### config.mk
export PLATFORM = sky130hd
export DESIGN_NAME = lift_scheduler_flat
export DESIGN_NICKNAME = d
export VERILOG_FILES = /design/src/rtl/lift_scheduler_pkg.sv /design/src/rtl/lift_scheduler_if.sv /design/src/rtl/lift_scheduler_dwell_timer.sv /design/src/rtl/lift_scheduler.sv /design/src/flat_wrapper.sv
export SDC_FILE = /design/constraint.sdc
export NUM_CORES = 1
export LEC_CHECK = 0
export BUFFER_PORTS_ARGS = -buffer_cell sky130_fd_sc_hd__buf_2
export CORE_MARGIN = 5
export CORE_UTILIZATION = 52
export CTS_CLUSTER_DIAMETER = 80
export CTS_CLUSTER_SIZE = 16
export DETAILED_ROUTE_END_ITERATION = 16
export PLACE_DENSITY_LB_ADDON = 0.1
export SETUP_SLACK_MARGIN = 0.2
export SLEW_MARGIN = 20
export SYNTH_ARGS = -nofsm -noshare
export SYNTH_HDL_FRONTEND = slang
export SYNTH_SLANG_ARGS = --single-unit
### constraint.sdc
create_clock -name clock -period 2.1 [get_ports clock]
set_clock_uncertainty 0.05 [all_clocks]
set_input_delay 0 -clock clock [delete_from_list [all_inputs] [get_ports clock]]
set_output_delay 0 -clock clock [all_outputs]
set_load 0.01 [all_outputs]
### src/rtl/lift_scheduler_pkg.sv
// ----------------------------------------------------------------------------
// Package: lift_pkg
// Purpose: Shared types and constants for the lift call scheduler.
//   lift_state_t  controller state (IDLE, MOVING, DOOR_OPEN)
//   DIR_UP        motor direction code for travelling up
//   DIR_DOWN      motor direction code for travelling down
// ----------------------------------------------------------------------------
package lift_pkg;

    typedef enum logic [1:0] {
        IDLE      = 2'd0,
        MOVING    = 2'd1,
        DOOR_OPEN = 2'd2
    } lift_state_t;

    localparam logic DIR_UP   = 1'b1;
    localparam logic DIR_DOWN = 1'b0;

endpackage

### src/rtl/lift_scheduler_if.sv
// ----------------------------------------------------------------------------
// Interface: lift_scheduler_if
// Purpose: Bundles the button/sensor inputs and motor/lamp outputs of the
//          lift scheduler so they can be passed around as one port.
// Signals:
//   call_n       call buttons, active-low, bit i = floor i
//   at_floor     1 = car aligned with floor floor_pos
//   floor_pos    current or last floor passed
//   enable_n     motor enable, active-low
//   direction    1 = up, 0 = down (meaningful only while enable_n = 0)
//   door_open    1 while the door dwell is running
//   indicator_n  call-pending lamps, active-low
//   busy         1 when the controller is not idle
//   led          debug: [2:0] state, [3] dir, [7:4] pending[3:0]
// Modports:
//   master  the environment side (buttons, sensors, motor model, lamps)
//   slave   the scheduler side
// ----------------------------------------------------------------------------
interface lift_scheduler_if #(
    parameter int N_FLOORS = 4
);

    localparam int FW = $clog2(N_FLOORS);

    logic [N_FLOORS-1:0] call_n;
    logic                at_floor;
    logic [FW-1:0]       floor_pos;
    logic                enable_n;
    logic                direction;
    logic                door_open;
    logic [N_FLOORS-1:0] indicator_n;
    logic                busy;
    logic [7:0]          led;

    modport master (
        output call_n,
        output at_floor,
        output floor_pos,
        input  enable_n,
        input  direction,
        input  door_open,
        input  indicator_n,
        input  busy,
        input  led
    );

    modport slave (
        input  call_n,
        input  at_floor,
        input  floor_pos,
        output enable_n,
        output direction,
        output door_open,
        output indicator_n,
        output busy,
        output led
    );

endinterface

### src/rtl/lift_scheduler_dwell_timer.sv
// ----------------------------------------------------------------------------
// Module: dwell_timer
// Purpose: Door dwell counter. A load pulse starts (or restarts) a countdown
//          of CYCLES-1 .. 0; done is high while the count sits at zero, so
//          the door stays open for exactly CYCLES cycles after a load.
// Ports:
//   clock   system clock
//   reset   synchronous, active-high; clears the count
//   load    reload the count to CYCLES-1 (door entry or door reopen)
//   done    1 when the count has reached zero
// ----------------------------------------------------------------------------
module dwell_timer #(
    parameter int CYCLES = 1000
) (
    input  logic clock,
    input  logic reset,
    input  logic load,
    output logic done
);

    localparam int CW = $clog2(CYCLES);

    logic [CW-1:0] count;

    // Countdown register. A load always wins over the decrement so that a
    // reopen request on the final dwell cycle restarts the full dwell rather
    // than letting the car leave. The counter parks at zero when idle.
    always_ff @(posedge clock) begin
        if (reset) begin
            count <= '0;
        end else if (load) begin
            count <= CW'(CYCLES - 1);
        end else if (count != '0) begin
            count <= count - CW'(1);
        end
    end

    assign done = (count == '0);

endmodule

### src/rtl/lift_scheduler.sv
// ----------------------------------------------------------------------------
// Module: lift_scheduler
// Purpose: N-floor lift call scheduler using the SCAN (elevator) algorithm.
//          Latches active-low call buttons, chooses the travel direction,
//          drives the motor, and holds the door open for a fixed dwell on
//          arrival at a requested floor.
// Parameters:
//   N_FLOORS      number of floors, >= 2
//   DWELL_CYCLES  clock cycles the door stays open, >= 2
// Ports:
//   clock   system clock, all state changes on posedge
//   reset   synchronous, active-high
//   bus     lift_scheduler_if.slave: call_n, at_floor, floor_pos in;
//           enable_n, direction, door_open, indicator_n, busy, led out
// ----------------------------------------------------------------------------
module lift_scheduler
    import lift_pkg::*;
#(
    parameter int N_FLOORS     = 4,
    parameter int DWELL_CYCLES = 1000
) (
    input  logic               clock,
    input  logic               reset,
    lift_scheduler_if.slave    bus
);

    localparam int FW       = $clog2(N_FLOORS);
    localparam int LED_PEND = (N_FLOORS < 4) ? N_FLOORS : 4;

    lift_state_t         state;
    lift_state_t         state_next;
    logic [N_FLOORS-1:0] pending;
    logic [N_FLOORS-1:0] pending_next;
    logic                dir;
    logic                dir_next;

    logic                above;
    logic                below;
    logic                here;
    logic [N_FLOORS-1:0] press;
    logic                reopen;
    logic                door_entry;
    logic                dwell_load;
    logic                dwell_done;
    logic [3:0]          led_pending;

    // Request queries relative to the current floor. Each floor index is
    // compared against floor_pos instead of slicing the pending vector, so
    // floor 0 naturally has nothing below and the top floor nothing above.
    always_comb begin
        above = 1'b0;
        below = 1'b0;
        here  = 1'b0;
        for (int i = 0; i < N_FLOORS; i++) begin
            if (FW'(i) > bus.floor_pos) begin
                above = above | pending[i];
            end
            if (FW'(i) < bus.floor_pos) begin
                below = below | pending[i];
            end
            if (FW'(i) == bus.floor_pos) begin
                here = here | (pending[i] & bus.at_floor);
            end
        end
    end

    // Button decode. While the door is open, a press for the floor the car
    // is standing at is not a new call: it is a request to keep the door
    // open, so it is diverted into a dwell restart instead of being latched.
    always_comb begin
        press  = ~bus.call_n;
        reopen = 1'b0;
        if (state == DOOR_OPEN) begin
            for (int i = 0; i < N_FLOORS; i++) begin
                if (FW'(i) == bus.floor_pos) begin
                    reopen   = press[i];
                    press[i] = 1'b0;
                end
            end
        end
    end

    // SCAN next-state logic. From IDLE an upward call wins over a downward
    // one. While MOVING the car stops at any pending floor it lines up with,
    // whatever direction the call was for. When the dwell expires the car
    // keeps going the same way while calls remain ahead, otherwise it turns
    // round if there is anything behind it, otherwise it goes idle.
    always_comb begin
        state_next = state;
        dir_next   = dir;
        case (state)
            IDLE: begin
                if (here) begin
                    state_next = DOOR_OPEN;
                end else if (above) begin
                    state_next = MOVING;
                    dir_next   = DIR_UP;
                end else if (below) begin
                    state_next = MOVING;
                    dir_next   = DIR_DOWN;
                end
            end
            MOVING: begin
                if (here) begin
                    state_next = DOOR_OPEN;
                end
            end
            DOOR_OPEN: begin
                if (dwell_done && !reopen) begin
                    if ((dir == DIR_UP) && above) begin
                        state_next = MOVING;
                    end else if ((dir == DIR_DOWN) && below) begin
                        state_next = MOVING;
                    end else if ((dir == DIR_UP) && below) begin
                        state_next = MOVING;
                        dir_next   = DIR_DOWN;
                    end else if ((dir == DIR_DOWN) && above) begin
                        state_next = MOVING;
                        dir_next   = DIR_UP;
                    end else begin
                        state_next = IDLE;
                    end
                end
            end
            default: begin
                state_next = IDLE;
            end
        endcase
    end

    // Pending-call update. New presses accumulate; the call for the floor
    // being served is dropped on the edge that opens the door, so its lamp
    // goes out in the first door-open cycle.
    always_comb begin
        door_entry   = (state != DOOR_OPEN) && (state_next == DOOR_OPEN);
        pending_next = pending | press;
        if (door_entry) begin
            for (int i = 0; i < N_FLOORS; i++) begin
                if (FW'(i) == bus.floor_pos) begin
                    pending_next[i] = 1'b0;
                end
            end
        end
    end

    assign dwell_load = door_entry | reopen;

    dwell_timer #(
        .CYCLES (DWELL_CYCLES)
    ) u_dwell_timer (
        .clock  (clock),
        .reset  (reset),
        .load   (dwell_load),
        .done   (dwell_done)
    );

    // Controller registers. Reset drops every call and returns to IDLE,
    // which takes the motor enable high on the edge the reset is sampled.
    always_ff @(posedge clock) begin
        if (reset) begin
            state   <= IDLE;
            pending <= '0;
            dir     <= DIR_DOWN;
        end else begin
            state   <= state_next;
            pending <= pending_next;
            dir     <= dir_next;
        end
    end

    // Output decode. The motor runs only while MOVING and is cut in the same
    // cycle the car lines up with a pending floor, so it can never be
    // enabled at a served floor or while the door is open.
    always_comb begin
        bus.enable_n    = 1'b1;
        bus.direction   = DIR_DOWN;
        bus.door_open   = 1'b0;
        bus.busy        = (state != IDLE);
        bus.indicator_n = ~pending;
        case (state)
            MOVING: begin
                if (!here) begin
                    bus.enable_n  = 1'b0;
                    bus.direction = dir;
                end
            end
            DOOR_OPEN: begin
                bus.door_open = 1'b1;
            end
            default: begin
                bus.enable_n = 1'b1;
            end
        endcase
    end

    // Debug LEDs: state code, direction register and up to four pending
    // bits, zero-padded when there are fewer than four floors.
    always_comb begin
        led_pending = '0;
        for (int i = 0; i < LED_PEND; i++) begin
            led_pending[i] = pending[i];
        end
        bus.led = {led_pending, dir, 1'b0, state};
    end

endmodule

### src/flat_wrapper.sv
// flat-port wrapper written by rule: the top's interface ports become plain ports
module lift_scheduler_flat import lift_pkg::*;
#(
    parameter int N_FLOORS     = 4,
    parameter int DWELL_CYCLES = 1000
)
  (clock, reset, bus_call_n, bus_at_floor, bus_floor_pos, bus_enable_n, bus_direction, bus_door_open, bus_indicator_n, bus_busy, bus_led);
  lift_scheduler_if #(.N_FLOORS(N_FLOORS)) bus_i ();
  input  logic clock;
  input  logic reset;
  input wire logic [$bits(bus_i.call_n)-1:0] bus_call_n;
  input wire logic [$bits(bus_i.at_floor)-1:0] bus_at_floor;
  input wire logic [$bits(bus_i.floor_pos)-1:0] bus_floor_pos;
  output wire logic [$bits(bus_i.enable_n)-1:0] bus_enable_n;
  output wire logic [$bits(bus_i.direction)-1:0] bus_direction;
  output wire logic [$bits(bus_i.door_open)-1:0] bus_door_open;
  output wire logic [$bits(bus_i.indicator_n)-1:0] bus_indicator_n;
  output wire logic [$bits(bus_i.busy)-1:0] bus_busy;
  output wire logic [$bits(bus_i.led)-1:0] bus_led;
  assign bus_i.call_n = bus_call_n;
  assign bus_i.at_floor = bus_at_floor;
  assign bus_i.floor_pos = bus_floor_pos;
  assign bus_enable_n = bus_i.enable_n;
  assign bus_direction = bus_i.direction;
  assign bus_door_open = bus_i.door_open;
  assign bus_indicator_n = bus_i.indicator_n;
  assign bus_busy = bus_i.busy;
  assign bus_led = bus_i.led;
  lift_scheduler #(.N_FLOORS(N_FLOORS), .DWELL_CYCLES(DWELL_CYCLES)) u_core (.clock(clock), .reset(reset), .bus(bus_i));
endmodule
## Word-level counts from Yosys, hierarchy flattened

Index checks and enable logic that the tools add are counted.

| word-level totals | value |
|---|---|
| flip-flop bits (word level) | 17 |
| bits of input ports | 9 |
| output and inout port bits | 16 |
| word-level logic and storage cells | 114 |

| cells by class | value |
|---|---|
| $add $sub $neg | 1 |
| $lt $le $gt $ge | 8 |
| eq/ne operators | 13 |
| muxes and demuxes | 53 |
| bitwise logic cells | 18 |
| reduce and logical (&&, ||, !) cells | 16 |

Operators by type and width:

| kind | count |
|---|---|
| $mux 1 | 39 |
| $mux 10 | 2 |
| $mux 2 | 8 |
| $logic_not 10->1 | 1 |
| $ne 2x2->1 const B | 5 |
| $or 1x1->1 | 10 |
| $reduce_bool 10->1 | 1 |
| $sub 10x1->10 const B | 1 |
| $mux 4 | 2 |
| $not 4->4 | 2 |
| $reduce_and 7->1 | 1 |
| $logic_and 1x1->1 | 6 |
| $pmux 2 s3 | 1 |
| $reduce_bool 2->1 | 3 |
| $and 1x1->1 | 4 |
| $eq 2x2->1 const A | 2 |
| $eq 2x2->1 const B | 2 |
| $gt 1x2->1 const A | 2 |
| $gt 2x2->1 const A | 2 |
| $logic_not 2->1 | 2 |
| $lt 1x2->1 const A | 2 |
| $lt 2x2->1 const A | 2 |
| $or 4x4->4 | 1 |
| $ne 3x1->1 const B | 1 |
| other kinds (7) | 7 |

## Depth between registers and ports, before layout

Gate-level depths: netlist (run 1).

| logic depth | value |
|---|---|
| depth in word-level cells | 19 |
| mapped depth | 7 |
| mapped depth without buffers | 7 |

## By module

A second synthesis (run 1) with hierarchy kept.

| unflattened totals | value |
|---|---|
| cell total of the unflattened synthesis | 130 |
| area total of the unflattened synthesis | 1,123.6 sq um |

By module, submodules not included:

| module | instances | cells an instance | area an instance (sq um) | sequential area each (sq um) |
|---|---|---|---|---|
| lift_scheduler | 1 | 75 | 605.6 | 140.1 |
| dwell_timer | 1 | 55 | 518.0 | 200.2 |

## Least setup slack after synthesis (run 1)

No wires, ideal clock.

| timing path | value |
|---|---|
| path kind | register to register |
| from | register u_core.u_dwell_timer.count[0] |
| to | register u_core.u_dwell_timer.count[3] |
| setup time | 0.115 ns |
| arrival | 1.582 ns |
| data required time | 1.935 ns |
| slack | 0.353 ns |
| stages on the path, launching flop included | 8 |
| buffers on the path | 0 |
| clock period less this slack | 1.747 ns |
| path through | dfxtp_1 > inv_1 > ha_1 > nor3b_2 > nand3_2 > nor4b_1 > xor2_1 > and3_1 |

| between the ends | value |
|---|---|
| cells in the longest elaborated chain, start to end | 8 |
| elaborated cells on any way between the ends | 10 |
| those cells by class | add/sub: 1; eq/ne: 1; mux: 2; bitwise: 1; reduce/logical: 5 |

Ends and longest elaborated chain:

| element | line | text |
|---|---|---|
| from (decl) | lift_scheduler_dwell_timer.sv:23 | `logic [CW-1:0] count;` |
| from (signal assigned) | lift_scheduler_dwell_timer.sv:32 | `count <= CW'(CYCLES - 1);` |
| from (signal assigned) | lift_scheduler_dwell_timer.sv:34 | `count <= count - CW'(1);` |
| $logic_not 10->1 | lift_scheduler_dwell_timer.sv:38 | `assign done = (count == '0);` |
| $logic_and 1x1->1 | lift_scheduler.sv:109 | `if (dwell_done && !reopen) begin` |
| $mux 2 | lift_scheduler.sv:109 |  |
| $pmux 2 s3 | lift_scheduler.sv:91 | `case (state)` |
| $eq 2x2->1 | lift_scheduler.sv:135 | `door_entry = (state != DOOR_OPEN) && (state_next == DOOR_OPEN);` |
| $logic_and 1x1->1 | lift_scheduler.sv:135 |  |
| $or 1x1->1 | lift_scheduler.sv:146 | `assign dwell_load = door_entry \| reopen;` |
| $reduce_or 2->1 (no line) | -- |  |

Parallel ways exist; a longest one is shown, timed or not.
A chain may end at the register's enable or synchronous reset.

## Worst setup path after layout (run 1)

| timing path | value |
|---|---|
| from | register u_core.u_dwell_timer.count[1] |
| to | register u_core.u_dwell_timer.count[3] |

The elaborated chain is that of the path after synthesis.

==> impl_table.tex, run 1 <==
\begin{tabular}{lr}
\hline
Metric & Value \\
\hline
\multicolumn{2}{l}{\textbf{Hold path}} \\
Path class of the lowest-slack min-delay path & primary input to register \\
\multicolumn{2}{l}{\textbf{Placed design}} \\
Gp weighted congestion & 0.872 \\
Placed Cells & 175 \\
Post-detailed-placement half-perimeter wirelength & 1720 µm \\
Port Buf Inserts & 23 \\
\multicolumn{2}{l}{\textbf{Status}} \\
Result of the run & finished, final reports clean \\
\multicolumn{2}{l}{\textbf{Critical path}} \\
Worst path buffer plus inverter count & 2 \\
Arrival @ worst endpoint & between 1.5 and 2 ns \\
CP Capture Type & register \\
Crit Path Class & register to register \\
Crit path max fanout & 8 \\
Slowest stage delay, CP & about 0.38 ns \\
Kind of cell adding the most delay to the critical path & simple AND/OR/NAND/NOR gates \\
Type of element launching the critical path & register \\
Data required time at the worst endpoint & between 2 and 2.5 ns \\
CP Cell Sequence & inv\_2 > ha\_2 > nor3b\_4 > buf\_6 > nand3\_4 > nor4b\_4 > xor2\_1 > and3\_1 \\
Critical-path top delay cell & sky130\_fd\_sc\_hd\_\_dfxtp\_4 \\
\multicolumn{2}{l}{\textbf{Job}} \\
Number of maximum-capacitance constraint violations & 0 \\
\multicolumn{2}{l}{\textbf{Clocking}} \\
Clock network latency to the later pin of the worst-skew pair & roughly 0.30 ns \\
Cell at the root of the clock tree & sky130\_fd\_sc\_hd\_\_clkbuf\_4 \\
\# clock sinks & 17 \\
Clock tree from TritonCTS & done \\
H-tree lvl count & 1 \\
Buffer levels on the longest clock path & 2 \\
Clock transition at the registers of the reported paths & around 0.1 ns \\
Clock buffer count from CTS & 3 \\
\multicolumn{2}{l}{\textbf{Logic synthesis}} \\
Flip-flop and latch count after synthesis & 17 \\
Syn\_nets & 141 \\
Number of synthesized flops with an enable pin & 0 \\
Main area contributors after synthesis & sky130\_fd\_sc\_hd\_\_dfxtp\_1 32\%, sky130\_fd\_sc\_hd\_\_a21oi\_1 7.9\%, sky130\_fd\_sc\_hd\_\_inv\_1 3.1\% \\
Synthesized area & around 0.0011 mm² \\
Prevailing post-synth register cell & sky130\_fd\_sc\_hd\_\_dfxtp\_1 \\
Number of distinct library cells after synthesis & 45 \\
Mean post-synth cell area & a little over 8 µm² \\
Most frequent cells after synthesis & 17 x sky130\_fd\_sc\_hd\_\_a21oi\_1, 17 x sky130\_fd\_sc\_hd\_\_dfxtp\_1, 9 x sky130\_fd\_sc\_hd\_\_inv\_1, 9 x sky130\_fd\_sc\_hd\_\_nand2\_1 \\
Share of async-settable or async-resettable flops after synthesis & 0\% \\
Top-area cell type share of the netlist area & between 30\% and 40\% \\
Part of the Yosys area used for sequential elements & 31.7\% \\
Most area-hungry cell type in the Yosys netlist & sky130\_fd\_sc\_hd\_\_dfxtp\_1 \\
Number of cells produced by synthesis & 130 \\
Number of warnings printed during yosys synthesis & 0 \\
\multicolumn{2}{l}{\textbf{Timing}} \\
Relative slew margins & about two thirds \\
\# setup viols final & 0 \\
Sum Neg Setup Slack & 0 ns \\
Worst hold slack after final layout & 0.0332 ns \\
Final max-slew violation count & 0 \\
Unrepaired setup endpoints after global routing & false \\
Final-report hold violation count & 0 \\
Maximum operating frequency & 0.555 GHz \\
Ratio of final minimum period to clock period & around 86\% \\
Final critical delay including setup and external delays & between 1.5 and 2 ns \\
Worst-margin pin slew & between 0.5 and 0.6 ns \\
\multicolumn{2}{l}{\textbf{Floorplan}} \\
Chip width & $\sim$55 µm \\
Die area & a little over 0.003 mm² \\
Number of top-level pins & 25 \\
Starting utilization of the core area & between 50\% and 60\% \\
Area of the core & $\sim$0.0020 mm² \\
Die Y-Extent & about 55 µm \\
Total number of placement rows & 16 \\
\multicolumn{2}{l}{\textbf{Pwr}} \\
Relative contribution of combinational cells to total power & a little over half \\
Reported leakage power & roughly 0.59 nW \\
Net switching power & $\sim$0.67 mW \\
Final Power & 1.57 mW \\
Design internal power & approximately 0.91 mW \\
Switching power share of the total & $\sim$42\% \\
Worst IR drop on VDD & between 700 and 800 µV \\
Part of the total power dissipated in the clock network & 11.1\% \\
Share of total power in sequential cells & between 30\% and 40\% \\
Power Density & 1160 mW/mm² \\
\multicolumn{2}{l}{\textbf{Cells and area}} \\
Post-layout util & 69.2\% \\
Layout cells sized above 1 & around 30\% \\
Post-route non-filler standard cell count & approximately 190 \\
Ant. Diodes & 0 \\
Area growth from synthesis to layout & 26.5\% \\
Nets & approximately 170 \\
\multicolumn{2}{l}{\textbf{Route}} \\
Residual DRC count & 0 \\
Total wire length & 2520 µm \\
Final routed wire length divided by cell count & approximately 13 µm \\
Initial DRT Pass Iterations & 4 \\
Iter 0 DRT Violations & 29 \\
Count of vias placed by the detailed router & 1049 \\
Via density & roughly 5.6 \\
Antenna-violating nets left & 0 \\
\multicolumn{2}{l}{\textbf{Global route}} \\
Wire length of the first global-routing pass & between 4000 and 5000 µm \\
Maximum number of pins on one net before global-route repair & 14 \\
Number of global-route vias before repair & approximately 950 \\
Congestion Overflow GR & 0 \\
Number of antenna violations at the first check in global routing & 0 \\
Overall fraction of global-route tracks in use & about 16\% \\
\hline
\end{tabular}
[power by group through the flow]
stage               Sequential (mW)  Combinational (mW)  Clock (mW)
floorplan                     0.531               0.537           0
global placement              0.546               0.649           0
detailed placement            0.546               0.668           0
CTS                           0.544               0.694       0.187
global route                  0.580               0.916       0.205
finish                        0.564               0.834       0.175
[what timing repair did]
| item | 4_1_cts | 5_1_grt |
|---|---|---|
| hold endpoints to repair | 14 | 0 |
| endpoints found under the setup margin | 2 | 3 |
| gates resized for setup | 1 | 11 |
| hold buffers | 6 | 0 |
| pin swaps | 0 | 3 |
| setup buffers | 0 | 4 |
[flip-flops by register name (all words and copies together) (netlist names)]
signal / count
u_core.dir: 1
u_core.led_pending: 4
u_core.u_dwell_timer.count: 10
u_core.state: 2
[layout by cell type, fill, tap and decap left out, drive strengths merged, types with 3 or more instances in the layout]
cell type / instances
nor2: 6
o21ai: 5
nand2: 9
dlygate4sd3: 6
nor3b: 3
buf: 28
inv: 9
nor3: 6
dfxtp: 17
mux2i: 3
nor2b: 3
a21oi: 18
xor2: 3
nand3: 4
and3: 3
a31oi: 5
clkbuf: 3
[area by class of cell]
| cell class | count | area, µm² |
|---|---|---|
| Clock inverter | 1 | 5.00 |
| Fill cell | 173 | 604 |
| Multi-Input combinational cell | 98 | 698 |
| Tap cell | 27 | 33.8 |
| Inverter | 9 | 33.8 |
| Clock buffer | 3 | 22.5 |
| Sequential cell | 17 | 348 |
| Timing Repair Buffer | 34 | 216 |
[layer usage]
metal,GRT usage (%),vias up,wire length [µm]
li1,-,533,-
met1,17.5,481,1080
met2,26.9,28,1240
met3,4.90,7,131
met4,11.8,0,69
met5,0,-,0
[cell families (layout without fill, tap and decap cells)]
kind of cell / after synthesis / after routing / synth area share, %
compound gates: 39 / 39 / 22.8
xor+xnor: 4 / 4 / 3.26
fa+ha+maj: 2 / 2 / 2.33
buf+inv: 15 / 47 / 6.18
flops: 17 / 17 / 31.7
mux: 4 / 4 / 4.90
other cells: 1 / 1 / 0.349
simple gates: 48 / 48 / 28.4
[worst paths after layout]
path                                       from                             to  slack (ns)  depth (start not counted)
hold reg to reg   u_core.u_dwell_timer.count[6]  u_core.u_dwell_timer.count[6]        0.46                          2
setup reg to reg  u_core.u_dwell_timer.count[1]  u_core.u_dwell_timer.count[3]        0.30                          8
setup / recovery  u_core.u_dwell_timer.count[1]  u_core.u_dwell_timer.count[3]        0.30                          8
hold / removal                 bus_floor_pos[0]          u_core.led_pending[3]        0.03                          2
[metrics by stage]
step	worst slack, ns	instance area (µm²)
2_1_floorplan	0.353	1070
3_3_place_gp	0.259	1200
3_5_place_dp	0.182	1200
4_1_cts	0.216	1290
5_1_grt	0.206	1360
6_report	0.297	1360
Power figures use the tool's default switching activity.
==> run 2: changes to the inputs <==
--- a/config.mk
+++ b/config.mk
@@ -6,8 +6,10 @@
 export NUM_CORES = 1
 export LEC_CHECK = 0
 export BUFFER_PORTS_ARGS = -buffer_cell sky130_fd_sc_hd__buf_2
+export CELL_PAD_IN_SITES_DETAIL_PLACEMENT = 0
+export CELL_PAD_IN_SITES_GLOBAL_PLACEMENT = 1
 export CORE_MARGIN = 5
-export CORE_UTILIZATION = 52
+export CORE_UTILIZATION = 38
 export CTS_CLUSTER_DIAMETER = 80
 export CTS_CLUSTER_SIZE = 16
 export DETAILED_ROUTE_END_ITERATION = 16
==> run 2 against run 1 <==
  * Setup slack better by 0.017 ns
  * Fmax increased by 0.93%
  * Non-clock buffer count decreased by 3
  * Combinational power is 14% lower
  * Total power decreased by 8.2%
  * Critical path type unchanged
==> impl_table.tex, run 2 (synthesis gave the netlist of run 1 again) <==
\begin{tabular}{lr}
\hline
Metric & Value \\
\hline
\multicolumn{2}{l}{\textbf{Cells and area}} \\
Filler Cell Count & $\sim$280 \\
Ant. Diodes & 0 \\
Most frequent standard cell in the layout excluding fill and tap cells & sky130\_fd\_sc\_hd\_\_buf\_2 \\
Layout cells sized above 1 & 25.8\% \\
Final design instance area without fill & approximately 0.0013 mm² \\
Post-route non-filler standard cell count & between 150 and 200 \\
Reg with most FFs & u\_core.u\_dwell\_timer.count \\
Most frequent cells in the layout & 23 x sky130\_fd\_sc\_hd\_\_buf\_2, 17 x sky130\_fd\_sc\_hd\_\_a21oi\_1, 15 x sky130\_fd\_sc\_hd\_\_dfxtp\_1 \\
Nets & between 150 and 200 \\
Max reg flops & 10 \\
Area growth from synthesis to layout & 22.5\% \\
\multicolumn{2}{l}{\textbf{Route}} \\
Initial DRT Pass Iterations & 4 \\
Final routed wire length divided by cell count & between 10 and 15 µm \\
Antenna-violating nets left & 0 \\
Total wire length & between 2000 and 3000 µm \\
Iter 0 DRT Violations & 82 \\
Residual DRC count & 0 \\
Count of vias placed by the detailed router & approximately 1000 \\
Via density & about 5.4 \\
\multicolumn{2}{l}{\textbf{Floorplan}} \\
Chip width & $\sim$63 µm \\
Starting utilization of the core area & 39.3\% \\
Number of top-level pins & 25 \\
Area of the core & approximately 0.0027 mm² \\
Die Y-Extent & approximately 63 µm \\
Die area & approximately 0.004 mm² \\
Total number of placement rows & 19 \\
\multicolumn{2}{l}{\textbf{Critical path}} \\
Type of element launching the critical path & register \\
Crit path max fanout & 8 \\
Cell depth of the worst flop-to-flop path & 7 \\
Reg-to-reg endpoint & u\_core.u\_dwell\_timer.count[3] \\
Crit Path Class & register to register \\
Arrival @ worst endpoint & roughly 1.9 ns \\
R2r startpoint & u\_core.u\_dwell\_timer.count[0] \\
Slowest stage delay, CP & 0.35 ns \\
CP Capture Type & register \\
Internal reg-to-reg setup slack & $\sim$0.31 ns \\
Critical-path top delay cell & sky130\_fd\_sc\_hd\_\_dfxtp\_2 \\
Data required time at the worst endpoint & 2.23 ns \\
CP Cell Sequence & inv\_1 > ha\_2 > nor3b\_4 > nand3\_4 > nor4b\_1 > xor2\_1 > and3\_1 \\
\multicolumn{2}{l}{\textbf{Pwr}} \\
Reported leakage power & between 0.5 and 0.6 nW \\
Final Power & roughly 1.4 mW \\
Worst IR drop on VDD & $\sim$560 µV \\
Power Density & 1100 mW/mm² \\
\multicolumn{2}{l}{\textbf{Timing}} \\
\# setup viols final & 0 \\
Post-layout worst setup margin & 0.314 ns \\
Maximum operating frequency & approximately 0.56 GHz \\
Sum Neg Setup Slack & 0 ns \\
Worst-margin pin slew & 0.492 ns \\
Unrepaired setup endpoints after global routing & false \\
Ratio of final minimum period to clock period & between 80\% and 90\% \\
Final-report hold violation count & 0 \\
Final critical delay including setup and external delays & around 1.8 ns \\
Relative slew margins & 67.0\% \\
Final max-slew violation count & 0 \\
\multicolumn{2}{l}{\textbf{Clocking}} \\
\# clock sinks & 17 \\
Clock tree from TritonCTS & done \\
Clock buffer count from CTS & 3 \\
Clock network latency to the later pin of the worst-skew pair & a little under 0.3 ns \\
H-tree lvl count & 1 \\
Buffer levels on the longest clock path & 2 \\
Clock transition at the registers of the reported paths & $\sim$0.10 ns \\
Cell at the root of the clock tree & sky130\_fd\_sc\_hd\_\_clkbuf\_4 \\
\multicolumn{2}{l}{\textbf{Hold path}} \\
Path class of the lowest-slack min-delay path & primary input to register \\
Instance count along the most critical hold path & 2 \\
Startpoint of the lowest-slack hold path & bus\_floor\_pos[0] \\
Worst hold endpoint & u\_core.led\_pending[3] \\
\multicolumn{2}{l}{\textbf{Placed design}} \\
Instance area at placement & $\sim$0.0012 mm² \\
DP Worst Slack & 0.199 ns \\
Placed Cells & 179 \\
Port Buf Inserts & 23 \\
Gp weighted congestion & about 0.8 \\
Post-detailed-placement half-perimeter wirelength & around 1800 µm \\
\multicolumn{2}{l}{\textbf{Job}} \\
Number of maximum-capacitance constraint violations & 0 \\
\multicolumn{2}{l}{\textbf{Global route}} \\
Maximum number of pins on one net before global-route repair & 14 \\
Congestion Overflow GR & 0 \\
Number of antenna violations at the first check in global routing & 0 \\
Overall fraction of global-route tracks in use & between 10\% and 20\% \\
Wire length of the first global-routing pass & $\sim$4500 µm \\
Number of global-route vias before repair & roughly 960 \\
\multicolumn{2}{l}{\textbf{Status}} \\
Result of the run & finished, final reports clean \\
\hline
\end{tabular}
-- run 2: changes by cell type in the layout (fill, tap and decap cells not counted), sizes merged --
cell	change
clkinv	-1
buf	-3
clkbuf	+1
-- run 2: worst max-delay path: cells and delay by family, from the launching register on --
kind	cells	cell delay, ns
DFF	1	0.35
buffers and inverters	1	0.10
and+or+nand+nor	4	0.85
xor gates and xnor gates	1	0.14
adders and majority gates	1	0.20
-- run 2: how the worst max path moves through the flow --
stage / slack, ns / to / from / cells past startpoint
2_1_floorplan: 0.35 / u_core.u_dwell_timer.count[3] / u_core.u_dwell_timer.count[0] / 7
3_3_place_gp: 0.20 / u_core.dir / u_core.u_dwell_timer.count[0] / 7
3_5_place_dp: 0.20 / u_core.dir / u_core.u_dwell_timer.count[0] / 7
4_1_cts: 0.24 / u_core.dir / u_core.u_dwell_timer.count[0] / 7
5_1_grt: 0.19 / u_core.dir / u_core.u_dwell_timer.count[0] / 7
6_report: 0.31 / u_core.u_dwell_timer.count[3] / u_core.u_dwell_timer.count[0] / 7
-- run 2: timing repair --
item / in CTS / in global routing
pin swaps: 0 / 3
buffers inserted: 0 / 1
setup endpoints to repair: 2 / 2
endpoints found under the hold margin: 14 / 0
hold buffers: 6 / 0
resized for setup: 1 / 4
-- run 2: per-layer routing --
| metal | global-route usage [%] | share of wire (%) |
|---|---|---|
| met5 | 0 | 0 |
| met4 | 3.98 | 1.1 |
| met3 | 4.62 | 5.2 |
| met2 | 20.6 | 44 |
| met1 | 18.2 | 49 |
-- run 2: where the power goes --
part	internal, mW	switching, mW	total (mW)	leakage, nW
logic	0.337	0.378	0.716	0.405
registers	0.423	0.132	0.555	0.142
clock network	0.0738	0.0990	0.173	0.0150
-- run 2: metrics by stage --
step / hold slack [ns] / utilization [%]
2_1_floorplan: 0.144 / -
3_3_place_gp: 0.277 / 44.0
3_5_place_dp: 0.279 / 44.0
4_1_cts: 0.0456 / 47.4
5_1_grt: 0.0764 / 48.1
6_report: 0.0608 / 48.1
-- run 2: area by class of cell --
type	instances	area [µm²]	share of cell area [%]
inverter	9	33.8	2.57
clock buffer	4	26.3	2.00
sequential	17	343	26.1
tap	31	38.8	2.95
multi-input combinational	98	683	52.0
timing repair buffer	31	190	14.5
